### src/rtl/drp_access_ctrl.sv
// DRP access controller: turns single read/write/RMW requests into DRP
// bus transactions with a per-access timeout, status and error count.
//
// Ports:
//   clk, rst                       clock, synchronous active-high reset
//   req_valid/req_ready            request handshake (ready only in IDLE)
//   req_op/addr/wdata/mask         00 rd, 01 wr, 10 rmw, 11 reserved
//   rsp_valid/rdata/status         one-cycle response, held data/status
//   busy, err_count                activity flag, saturating error count
//   drp_en/we/addr/di              DRP master outputs
//   drp_do, drp_rdy                DRP slave returns
module drp_access_ctrl #(
    parameter int ADDR_W         = 10,
    parameter int DATA_W         = 16,
    parameter int TIMEOUT_CYCLES = 1000,
    parameter int TO_W           = 11
) (
    input  logic              clk,
    input  logic              rst,
    input  logic              req_valid,
    output logic              req_ready,
    input  logic [1:0]        req_op,
    input  logic [ADDR_W-1:0] req_addr,
    input  logic [DATA_W-1:0] req_wdata,
    input  logic [DATA_W-1:0] req_mask,
    output logic              rsp_valid,
    output logic [DATA_W-1:0] rsp_rdata,
    output logic [1:0]        rsp_status,
    output logic              busy,
    output logic [7:0]        err_count,
    output logic              drp_en,
    output logic              drp_we,
    output logic [ADDR_W-1:0] drp_addr,
    output logic [DATA_W-1:0] drp_di,
    input  logic [DATA_W-1:0] drp_do,
    input  logic              drp_rdy
);

    localparam logic [2:0] S_IDLE     = 3'd0;
    localparam logic [2:0] S_RD_ISSUE = 3'd1;
    localparam logic [2:0] S_RD_WAIT  = 3'd2;
    localparam logic [2:0] S_WR_ISSUE = 3'd3;
    localparam logic [2:0] S_WR_WAIT  = 3'd4;
    localparam logic [2:0] S_RESP     = 3'd5;

    localparam logic [1:0] OP_RD  = 2'b00;
    localparam logic [1:0] OP_WR  = 2'b01;
    localparam logic [1:0] OP_RMW = 2'b10;

    localparam logic [1:0] ST_OK  = 2'b00;
    localparam logic [1:0] ST_TO  = 2'b01;
    localparam logic [1:0] ST_BAD = 2'b10;

    localparam logic [TO_W-1:0] TO_LAST = TO_W'(TIMEOUT_CYCLES - 1);
    localparam logic [TO_W-1:0] TO_ONE  = TO_W'(1);

    logic [2:0]        state;
    logic [1:0]        op_q;
    logic [ADDR_W-1:0] addr_q;
    logic [DATA_W-1:0] wval_q;
    logic [DATA_W-1:0] mask_q;
    logic [DATA_W-1:0] rd_q;
    logic [TO_W-1:0]   to_cnt;
    logic              to_hit;

    assign to_hit = (to_cnt == TO_LAST);

    // Ready is withheld while reset is asserted, even though the
    // state register already sits in IDLE after the first reset edge.
    assign req_ready = (state == S_IDLE) && !rst;
    assign busy      = (state != S_IDLE);
    assign rsp_valid = (state == S_RESP);
    assign drp_en    = (state == S_RD_ISSUE) || (state == S_WR_ISSUE);
    assign drp_we    = (state == S_WR_ISSUE);
    assign drp_addr  = addr_q;
    assign drp_di    = wval_q;

    always_ff @(posedge clk) begin
        if (rst) begin
            state      <= S_IDLE;
            op_q       <= '0;
            addr_q     <= '0;
            wval_q     <= '0;
            mask_q     <= '0;
            rd_q       <= '0;
            to_cnt     <= '0;
            rsp_rdata  <= '0;
            rsp_status <= '0;
            err_count  <= '0;
        end else begin
            case (state)
                S_IDLE: begin
                    if (req_valid) begin
                        op_q   <= req_op;
                        addr_q <= req_addr;
                        wval_q <= req_wdata;
                        mask_q <= req_mask;
                        rd_q   <= '0;
                        case (req_op)
                            OP_RD, OP_RMW: state <= S_RD_ISSUE;
                            OP_WR:         state <= S_WR_ISSUE;
                            default: begin
                                state      <= S_RESP;
                                rsp_rdata  <= '0;
                                rsp_status <= ST_BAD;
                            end
                        endcase
                    end
                end
                S_RD_ISSUE: begin
                    to_cnt <= '0;
                    state  <= S_RD_WAIT;
                end
                S_RD_WAIT: begin
                    // A reply on the last wait cycle still wins over abort.
                    if (drp_rdy) begin
                        rd_q <= drp_do;
                        if (op_q == OP_RMW) begin
                            wval_q <= (drp_do & ~mask_q) | (wval_q & mask_q);
                            state  <= S_WR_ISSUE;
                        end else begin
                            rsp_rdata  <= drp_do;
                            rsp_status <= ST_OK;
                            state      <= S_RESP;
                        end
                    end else if (to_hit) begin
                        rsp_rdata  <= '0;
                        rsp_status <= ST_TO;
                        state      <= S_RESP;
                    end else begin
                        to_cnt <= to_cnt + TO_ONE;
                    end
                end
                S_WR_ISSUE: begin
                    to_cnt <= '0;
                    state  <= S_WR_WAIT;
                end
                S_WR_WAIT: begin
                    if (drp_rdy) begin
                        rsp_rdata  <= (op_q == OP_RMW) ? rd_q : '0;
                        rsp_status <= ST_OK;
                        state      <= S_RESP;
                    end else if (to_hit) begin
                        rsp_rdata  <= '0;
                        rsp_status <= ST_TO;
                        state      <= S_RESP;
                    end else begin
                        to_cnt <= to_cnt + TO_ONE;
                    end
                end
                S_RESP: begin
                    if ((rsp_status != ST_OK) && (err_count != 8'hFF)) begin
                        err_count <= err_count + 8'd1;
                    end
                    state <= S_IDLE;
                end
                default: state <= S_IDLE;
            endcase
        end
    end

endmodule

### config.mk
export PLATFORM = sky130hd
export DESIGN_NAME = drp_access_ctrl
export DESIGN_NICKNAME = d
export VERILOG_FILES = /design/src/rtl/drp_access_ctrl.sv
export SDC_FILE = /design/constraint.sdc
export NUM_CORES = 1
export LEC_CHECK = 0
export ABC_AREA = 1
export CORE_ASPECT_RATIO = 0.7
export CORE_MARGIN = 2
export CORE_UTILIZATION = 25
export CTS_CLUSTER_DIAMETER = 50
export DETAILED_ROUTE_END_ITERATION = 8
export HOLD_SLACK_MARGIN = 0.12
export PLACE_DENSITY = 0.45
export SYNTH_ARGS = -nofsm -noshare
export SYNTH_HDL_FRONTEND = slang
export SYNTH_SLANG_ARGS = --single-unit
export TNS_END_PERCENT = 100
### constraint.sdc
create_clock -name clk -period 1.7 [get_ports clk]
set_clock_uncertainty 0.15 [all_clocks]
set_input_delay 0.34 -clock clk [delete_from_list [all_inputs] [get_ports clk]]
set_output_delay 0.34 -clock clk [all_outputs]
set_load 0.1 [all_outputs]
* Yosys cells after proc, flatten, opt, wreduce, memory -nomap -nowiden
Cells that the tools add are included.
** Cells by class
- Equality and inequality tests :: 17
- Add/subtract/negate cells :: 2
- Shift operators :: 0
- Div/mod/pow operators :: 0
- $lt $le $gt $ge :: 0
- $mul :: 0
- Muxes and demuxes :: 32
- Reductions and logical operators :: 21
- Bitwise logic cells :: 4
** Operators by type and width (count)
- $mux W16 :: 12
- $pmux W16 S2 :: 2
- $pmux W16 S3 :: 1
- $and A16 B16 Y16 :: 2
- $mux W11 :: 2
- $pmux W11 S2 :: 1
- $not A16 Y16 :: 1
- $or A16 B16 Y16 :: 1
- $mux W3 :: 5
- $pmux W3 S5 :: 1
- $mux W2 :: 6
- $ne A2 B2 Y1 const B :: 6
- $add A11 B1 Y11 const B :: 1
- $eq A11 B10 Y1 const B :: 1
- $add A8 B1 Y8 const B :: 1
- $ne A8 B8 Y1 const B :: 1
- $reduce_and A4 Y1 :: 2
- $eq A3 B2 Y1 const B :: 2
- $eq A3 B3 Y1 const B :: 2
- $pmux W2 S3 :: 1
- $pmux W3 S2 :: 1
- $reduce_and A3 Y1 :: 2
- $reduce_bool A2 Y1 :: 3
- $reduce_bool A3 Y1 :: 2
- 12 further kinds :: 17
** Word-level totals
- ROM bits :: 0
- Flip-flop bits (word level) :: 100
- Logic and storage cells :: 86
- RAM bits :: 0
- Memories :: 0
- Latch bits :: 0
- Output and inout port bits :: 57

* Longest topological paths before layout
Gate-level depths: netlist of run 1.
- Word-level depth :: 6
- Gate-level depth with buffers :: 9
- Gate-level depth less buffers :: 9

* Least setup slack after synthesis of run 1
No wires, ideal clock.
- Path type :: register -> output
- Start point :: register state[2]
- End point :: output port req_ready
- Required time :: 1.210 ns
- Path buffers :: 2
- Slack :: -1.685 ns
- Stages on the path, launching flop included :: 6
- Arrival :: 2.895 ns
- Path through :: dfxtp_1 > buf_4 > nor2_8 > buf_2 > nand2_1 > nor2_1
** Between the ends
- Cells in the longest elaborated chain, start to end :: 2
** RTL lines
- from (decl) :: RTL line 57 : logic [2:0] state;
- from (signal assigned) :: RTL line 80 : state <= S_IDLE;
- from (signal assigned) :: RTL line 100 : OP_RD, OP_RMW: state <= S_RD_ISSUE;
- from (signal assigned) :: RTL line 101 : OP_WR: state <= S_WR_ISSUE;
- $logic_not A3 Y1 :: RTL line 70 : assign req_ready = (state == S_IDLE) && !rst;
- $logic_and A1 B1 Y1 :: RTL line 70
- to (decl) :: RTL line 21 : output logic req_ready,
Every way passes these cells.

* Worst setup path after layout of run 1
- Start point :: register state[0]
- End point :: output port busy
** Between the ends
- Cells in the longest elaborated chain, start to end :: 1
** RTL lines
- $reduce_bool A3 Y1 :: RTL line 71 : assign busy = (state != S_IDLE);
- to (decl) :: RTL line 29 : output logic busy,
Every way passes these cells.

==> results of run 1 <==
## repair_timing
| action | CTS | global route |
|---|---|---|
| resized for setup | 27 | 63 |
| endpoints found under the setup margin | 53 | 74 |
| pin swaps | 6 | 10 |
| hold buffers | 0 | 0 |
| cloned | 2 | 7 |
| setup buffers | 11 | 8 |
## critical path: stages (launching register included)
cell	delay, ns
dfxtp_4	0.37
nor2_8	0.12
buf_6	0.12
nand2_8	0.06
buf_12	0.12
buf_12	0.15
## path summary, 6_finish.rpt
kind / depth (start not counted) / start / endpoint
max: 5 / state[0] / busy
min reg2reg: 2 / mask_q[7] / mask_q[7]
max reg2reg: 10 / state[0] / rd_q[7]
min: 4 / rst / state[1]
## logic make-up (layout without fill, tap and decap cells)
| kind of cell | Yosys count | after routing | share of synthesized area |
|---|---|---|---|
| flip-flops | 100 | 100 | 0.4019 |
| adder cells (fa/ha/maj) | 2 | 2 | 0.005023 |
| XOR/XNOR | 9 | 9 | 0.01583 |
| AO/OA/AOI/OAI | 187 | 187 | 0.2012 |
| AND/OR/NAND/NOR | 342 | 343 | 0.2967 |
| buffers and inverters | 86 | 267 | 0.07938 |
## cell usage in the layout (no fill, tap or decap), types with 3 or more instances in the layout
master | Yosys | layout
nand2_1 | 181 | 172
a21oi_1 | 112 | 107
dfxtp_1 | 100 | 87
nand3_1 | 87 | 79
buf_12 | 0 | 69
buf_4 | 8 | 61
clkdlybuf4s50_1 | 0 | 61
nor2_1 | 52 | 47
o21ai_0 | 53 | 35
inv_1 | 35 | 31
o21ai_1 | 0 | 17
o211ai_1 | 16 | 16
clkbuf_16 | 0 | 14
dfxtp_4 | 0 | 9
nand2_2 | 7 | 8
xor2_1 | 8 | 8
nand2_4 | 2 | 7
nand3_2 | 2 | 7
buf_6 | 3 | 7
nor2_4 | 0 | 6
a21oi_2 | 0 | 5
nand2_8 | 0 | 4
nor2_2 | 5 | 4
dfxtp_2 | 0 | 4
buf_8 | 0 | 4
inv_4 | 0 | 3
inv_2 | 4 | 3
nand3_4 | 0 | 3
o21ai_4 | 0 | 3
clkinv_4 | 0 | 3
inv_6 | 0 | 3
## layout make-up
class,count,share of cell area
Inverter,40,0.01947
Multi-Input combinational cell,541,0.3377
Timing Repair Buffer,211,0.3284
Clock buffer,9,0.02654
Tap cell,270,0.03982
Clock inverter,7,0.007521
Sequential cell,100,0.2405
## Yosys cell counts (2+ instances only)
cell type and n:
nand3_1 87, nor2_2 5, ha_1 2, buf_6 3
o21ai_0 53, clkbuf_1 18, nand3_2 2, nand2_2 7
o21ai_2 2, inv_1 35, nor3_1 2, nand2_4 2
buf_2 16, o211ai_1 16, buf_4 8, a21oi_1 112
nor2_1 52, nand4_1 2, xor2_1 8, dfxtp_1 100
inv_2 4, nand2_1 181
## power breakdown
| group | total (µW) | switching [µW] | internal [µW] |
|---|---|---|---|
| registers | 3180 | 378 | 2800 |
| clock network | 2070 | 1040 | 1030 |
| logic | 7210 | 4130 | 3080 |
## through the flow
step           hold WS, ns  instances  TNS, ns  total power, µW
5_1_grt             0.3469       1178   -5.885            13140
3_3_place_gp        0.3086       1135   -21.08             9204
2_1_floorplan       0.2912        726  -0.2394             6799
3_5_place_dp        0.3102       1135   -21.83             9196
6_report            0.3133       1178   -1.040            12460
4_1_cts             0.2932       1164   -1.056            11820
## per-layer routing
metal  GRT usage  vias to the layer above
met3     0.05774                       11
li1            -                     2787
met4     0.03814                        0
met5           0                        -
met1      0.2304                     2544
met2      0.2420                      110
==> run_results.csv, run 1 <==
group,metric,value,unit
power_and_ir_drop,cellLeakagePower,0.003279,µW
placed_design,pre_cts_ws,-0.3521,ns
finish,nNetsFinal,969,
finish,num_antenna_cells,0,
min_path,hold_path_class,"input pin to flip-flop",
critical_path,setup.reg_to_reg.worst_slack,-0.08,ns
finish,area_growth,70.33,%
clock_network,htree_num_levels,3,
logic_synthesis,ys_top_cells_by_area,"dfxtp_1 40%, nand2_1 14%, a21oi_1 11%",
logic_synthesis,ys_types,31,
floorplan,row_count,43,
detailed_routing,ant_nets,0,
detailed_routing,routed-via-count,5452,
outcome,violations,"negative setup slack",
detailed_routing,vias_per_cell,4.628,
critical_path,cp.arrival,1.30,ns
logic_synthesis,ys_seq_elements,100,
global_routing,first_global_vias,5050,
floorplan,core-area,19690,µm²
finish,layout-drive-gt1-share,0.2621,
clock_network,cts.reportedPaths.clkPinSlew,0.07,ns
finish,multi_input_area,2865,µm²
floorplan,initial_core_util,0.2530,
timing,finalHoldViolCount,0,
global_routing,grt_pass1_wl,27.41,mm
logic_synthesis,netlist_area,4981,µm²
power_and_ir_drop,power-per-cell-area,1468,nW/µm²
global_routing,grt_usage,0.1647,
floorplan,die_w,172.7,µm
critical_path,crit_fanout,3,
timing,rsz0062_at_grt,"true",
timing,fin_ws,-0.08667,ns
finish,post-route-util,0.4309,
power_and_ir_drop,ir_worst_vdd,0.6085,mV
finish,ff_latch_area,2041,µm²
floorplan,io_pins,121,
clock_network,cts-root-buf,"clkbuf_16",
logic_synthesis,synth_cells,726,
logic_synthesis,synth_top_area_cell,"dfxtp_1",
floorplan,die_h,122.1,µm
logic_synthesis,synth.avg_cell_area,6.861,µm²
timing,worstMarginPinSlew,0.4241,ns
logic_synthesis,ys_seq_area_frac,0.4019,
timing,period_needed,1.787,ns
detailed_routing,drtIter0Drc,381,
detailed_routing,met1_length,9.062,mm
detailed_routing,wl_met3,1.127,mm
global_routing,antenna_found_initial,0,
placed_design,place.gp.congestion,0.8211,
clock_network,cts_num_sinks,100,
timing,drv_slew,0,
logic_synthesis,ys.flop_type,"dfxtp_1",
timing,setup_viol,35,
placed_design,postPlaceCellArea,7562,µm²
detailed_routing,drc,0,
finish,fillers,2000,
critical_path,crit_path_end_kind,"output pin",
critical_path,crit_type,"flip-flop to output pin",
clock_network,cts_buffer_depth,2,
global_routing,overflow,0,
detailed_routing,routed_wl,17.68,mm
timing,slew_headroom,0.7173,
logic_synthesis,synth_top_area_share,0.4019,
logic_synthesis,syn_nets,792,
timing,fmax,0.5597,GHz
detailed_routing,wl_met2,7.320,mm
floorplan,die_area,21090,µm²
detailed_routing,top_layer,"met4",
detailed_routing,firstDrtPassIters,4,
finish,stdcell_area,8484,µm²
critical_path,worstSetupStartpointType,"flip-flop",
detailed_routing,wl_per_cell,15.01,µm
clock_network,cts_tree,"done",
global_routing,grt_max_degree,37,
placed_design,portBuffers,120,
placed_design,dpl.hpwl,12.49,mm
outcome,status,"finished with violations",
logic_synthesis,synthArstFlopShare,0,
clock_network,clkLatencyLatePin,0.36,ns
timing,period_share,1.051,
clock_network,cts_buffers,9,
run,cap_viol_max_count,0,
logic_synthesis,synth-edff-count,0,
critical_path,worst_ep_required_time,1.21,ns
logic_synthesis,yosysWarnings,0,
Power figures use the tool's default switching activity.
==> run 2, diff against run 1 <==
--- a/config.mk
+++ b/config.mk
@@ -7,7 +7,7 @@
 export LEC_CHECK = 0
 export ABC_AREA = 1
 export CORE_ASPECT_RATIO = 0.7
-export CORE_MARGIN = 2
+export CORE_MARGIN = 10
 export CORE_UTILIZATION = 25
 export CTS_CLUSTER_DIAMETER = 50
 export DETAILED_ROUTE_END_ITERATION = 8
==> run_results.csv, run 2 (same netlist as run 1, synthesis figures left out) <==
group,metric,value,unit
timing,rsz0062_at_grt,"true",
critical_path,crit_type,"flip-flop to output pin",
clock_network,cts_buffer_depth,2,
detailed_routing,wl_per_cell,15.66,µm
clock_network,cts-root-buf,"clkbuf_16",
power_and_ir_drop,combPwrFrac,0.555,
detailed_routing,firstDrtPassIters,4,
floorplan,die_h,138.1,µm
detailed_routing,routed_wl,18.56,mm
detailed_routing,ant_nets,0,
floorplan,core-area,19690,µm²
floorplan,io_pins,121,
global_routing,grt_usage,0.1369,
min_path,min_to,"rsp_rdata[4]",
timing,period_needed,1.799,ns
critical_path,r2r-start,"state[0]",
finish,layout_commonest_cell,"nand2_1",
global_routing,grt_pass1_wl,28.97,mm
power_and_ir_drop,clockPowerShare,0.190,
min_path,hold_start,"rst",
global_routing,first_global_vias,5215,
clock_network,cts_num_sinks,100,
power_and_ir_drop,ir_worst_vdd,0.6642,mV
timing,fmax,0.5560,GHz
power_and_ir_drop,p_seq_frac,0.255,
critical_path,crit_fanout,4,
finish,post-route-util,0.4332,
outcome,status,"finished with violations",
placed_design,place.gp.congestion,0.7864,
detailed_routing,drc,0,
critical_path,worstSetupStartpointType,"flip-flop",
critical_path,path_buf_inv,2,
critical_path,worst_ep_required_time,1.21,ns
critical_path,crit_path_end_kind,"output pin",
detailed_routing,routed-via-count,5421,
placed_design,dpl.hpwl,13.36,mm
finish,layout-drive-gt1-share,0.2798,
clock_network,clkLatencyLatePin,0.35,ns
floorplan,die_area,26060,µm²
critical_path,cp.arrival,1.31,ns
min_path,hold_path_class,"input pin to flip-flop",
critical_path,crit_chain,"nor2_8, buf_12, nand2_8, nor2_4, buf_12",
critical_path,setup.reg_to_reg.worst_slack,-0.03,ns
finish,num_antenna_cells,0,
placed_design,pre_cts_ws,-0.3106,ns
power_and_ir_drop,switching_power,5419,µW
timing,finalHoldViolCount,0,
power_and_ir_drop,power-per-cell-area,1470,nW/µm²
floorplan,row_count,43,
finish,layout_common_cells,"168 x nand2_1, 102 x a21oi_1, 85 x dfxtp_1",
clock_network,cts_buffers,9,
timing,slew_headroom,0.6794,
finish,nNetsFinal,976,
critical_path,timing.critical_path.mode_cell,"buf_12",
clock_network,cts_hold_buf,0,
timing,period_share,1.058,
critical_path,crit_slowest_cell,"dfxtp_4",
critical_path,critPathMaxStageDelay,0.38,ns
power_and_ir_drop,cellLeakagePower,0.003302,µW
clock_network,cts_tree,"done",
global_routing,grt_max_degree,46,
finish,area_growth,71.24,%
clock_network,cts.reportedPaths.clkPinSlew,0.07,ns
power_and_ir_drop,power.internal,7122,µW
critical_path,critPathTopFamily,"flip-flops",
timing,drv_slew,0,
floorplan,initial_core_util,0.2530,
power_and_ir_drop,swShare,0.4321,
timing,fin_ws,-0.09851,ns
floorplan,die_w,188.7,µm
min_path,hold_path_depth,2,
outcome,violations,"negative setup slack",
global_routing,antenna_found_initial,0,
critical_path,r2r_cells,10,
global_routing,overflow,0,
finish,fillers,2026,
detailed_routing,drtIter0Drc,347,
clock_network,htree_num_levels,3,
placed_design,portBuffers,120,
timing,setup_viol,12,
timing,worstMarginPinSlew,0.4809,ns
detailed_routing,vias_per_cell,4.575,
run,cap_viol_max_count,0,
[run 2: cell count changes in the layout (fill, tap and decap cells not counted), sizes merged]
cell,previous run,this run
buf,144,152
inv,41,37
bufinv,0,2
clkbuf,14,15
clkinv,4,3
clkinvlp,2,3
[run 2: repair_timing]
item / CTS / global route
endpoints found under the setup margin: 69 / 72
resized for setup: 28 / 71
pin swaps: 11 / 18
buffers inserted: 14 / 7
cloned: 2 / 5
[run 2: layer usage]
layer  GRT usage  share of wire
met5           0              0
met4     0.03040         0.0083
met2      0.1940           0.42
met1      0.1880           0.50
met3     0.05603          0.073
[run 2: cell type report]
cell class	count	area, µm²	area share
Multi-Input combinational cell	541	2859	0.3352
Inverter	40	168.9	0.01980
Timing Repair Buffer	218	2778	0.3257
Sequential cell	100	2043	0.2395
Clock buffer	11	264.0	0.03095
Tap cell	270	337.8	0.03961
Clock inverter	5	78.83	0.009242
[run 2: metrics by stage]
stage	cell area [µm²]	hold WS [ns]	power, µW	setup TNS, ns	cells
6_report	8529	0.1699	12540	-0.4031	1185
5_1_grt	8529	0.1598	13240	-2.629	1185
4_1_cts	8220	0.1583	12160	-0.4429	1176
3_5_place_dp	7592	0.3115	9157	-18.90	1144
3_3_place_gp	7592	0.3092	9161	-16.95	1144
2_1_floorplan	5094	0.2912	6799	-0.2394	726
[run 2: power groups by stage]
stage,clock network (µW),logic [µW],registers [µW]
6_report,2380,6960,3200
5_1_grt,2540,7430,3270
4_1_cts,2480,6490,3190
3_5_place_dp,0,5930,3230
3_3_place_gp,0,5930,3230
2_1_floorplan,0,2510,4290
[run 2: worst max-delay path by stage]
stage                   from       endpoint  slack [ns]  depth (start not counted)
floorplan           state[2]      req_ready       -0.24                          5
global placement     drp_rdy  rsp_rdata[15]       -0.31                         10
detailed placement   drp_rdy  rsp_rdata[12]       -0.31                         10
CTS                 state[0]      rsp_valid       -0.13                          5
global route        state[0]      req_ready       -0.14                          5
finish              state[0]      req_ready        -0.1                          5
[run 2: worst reg2reg max path: stages, from the launching register on]
cell and delay [ns]:
dfxtp_4 0.38, buf_4 0.15, inv_4 0.06, nand2_4 0.07, nor2_4 0.17, nand2_4 0.12
nand2_8 0.15, buf_12 0.14, o211ai_1 0.09, nand2_1 0.08, a21oi_1 0.06
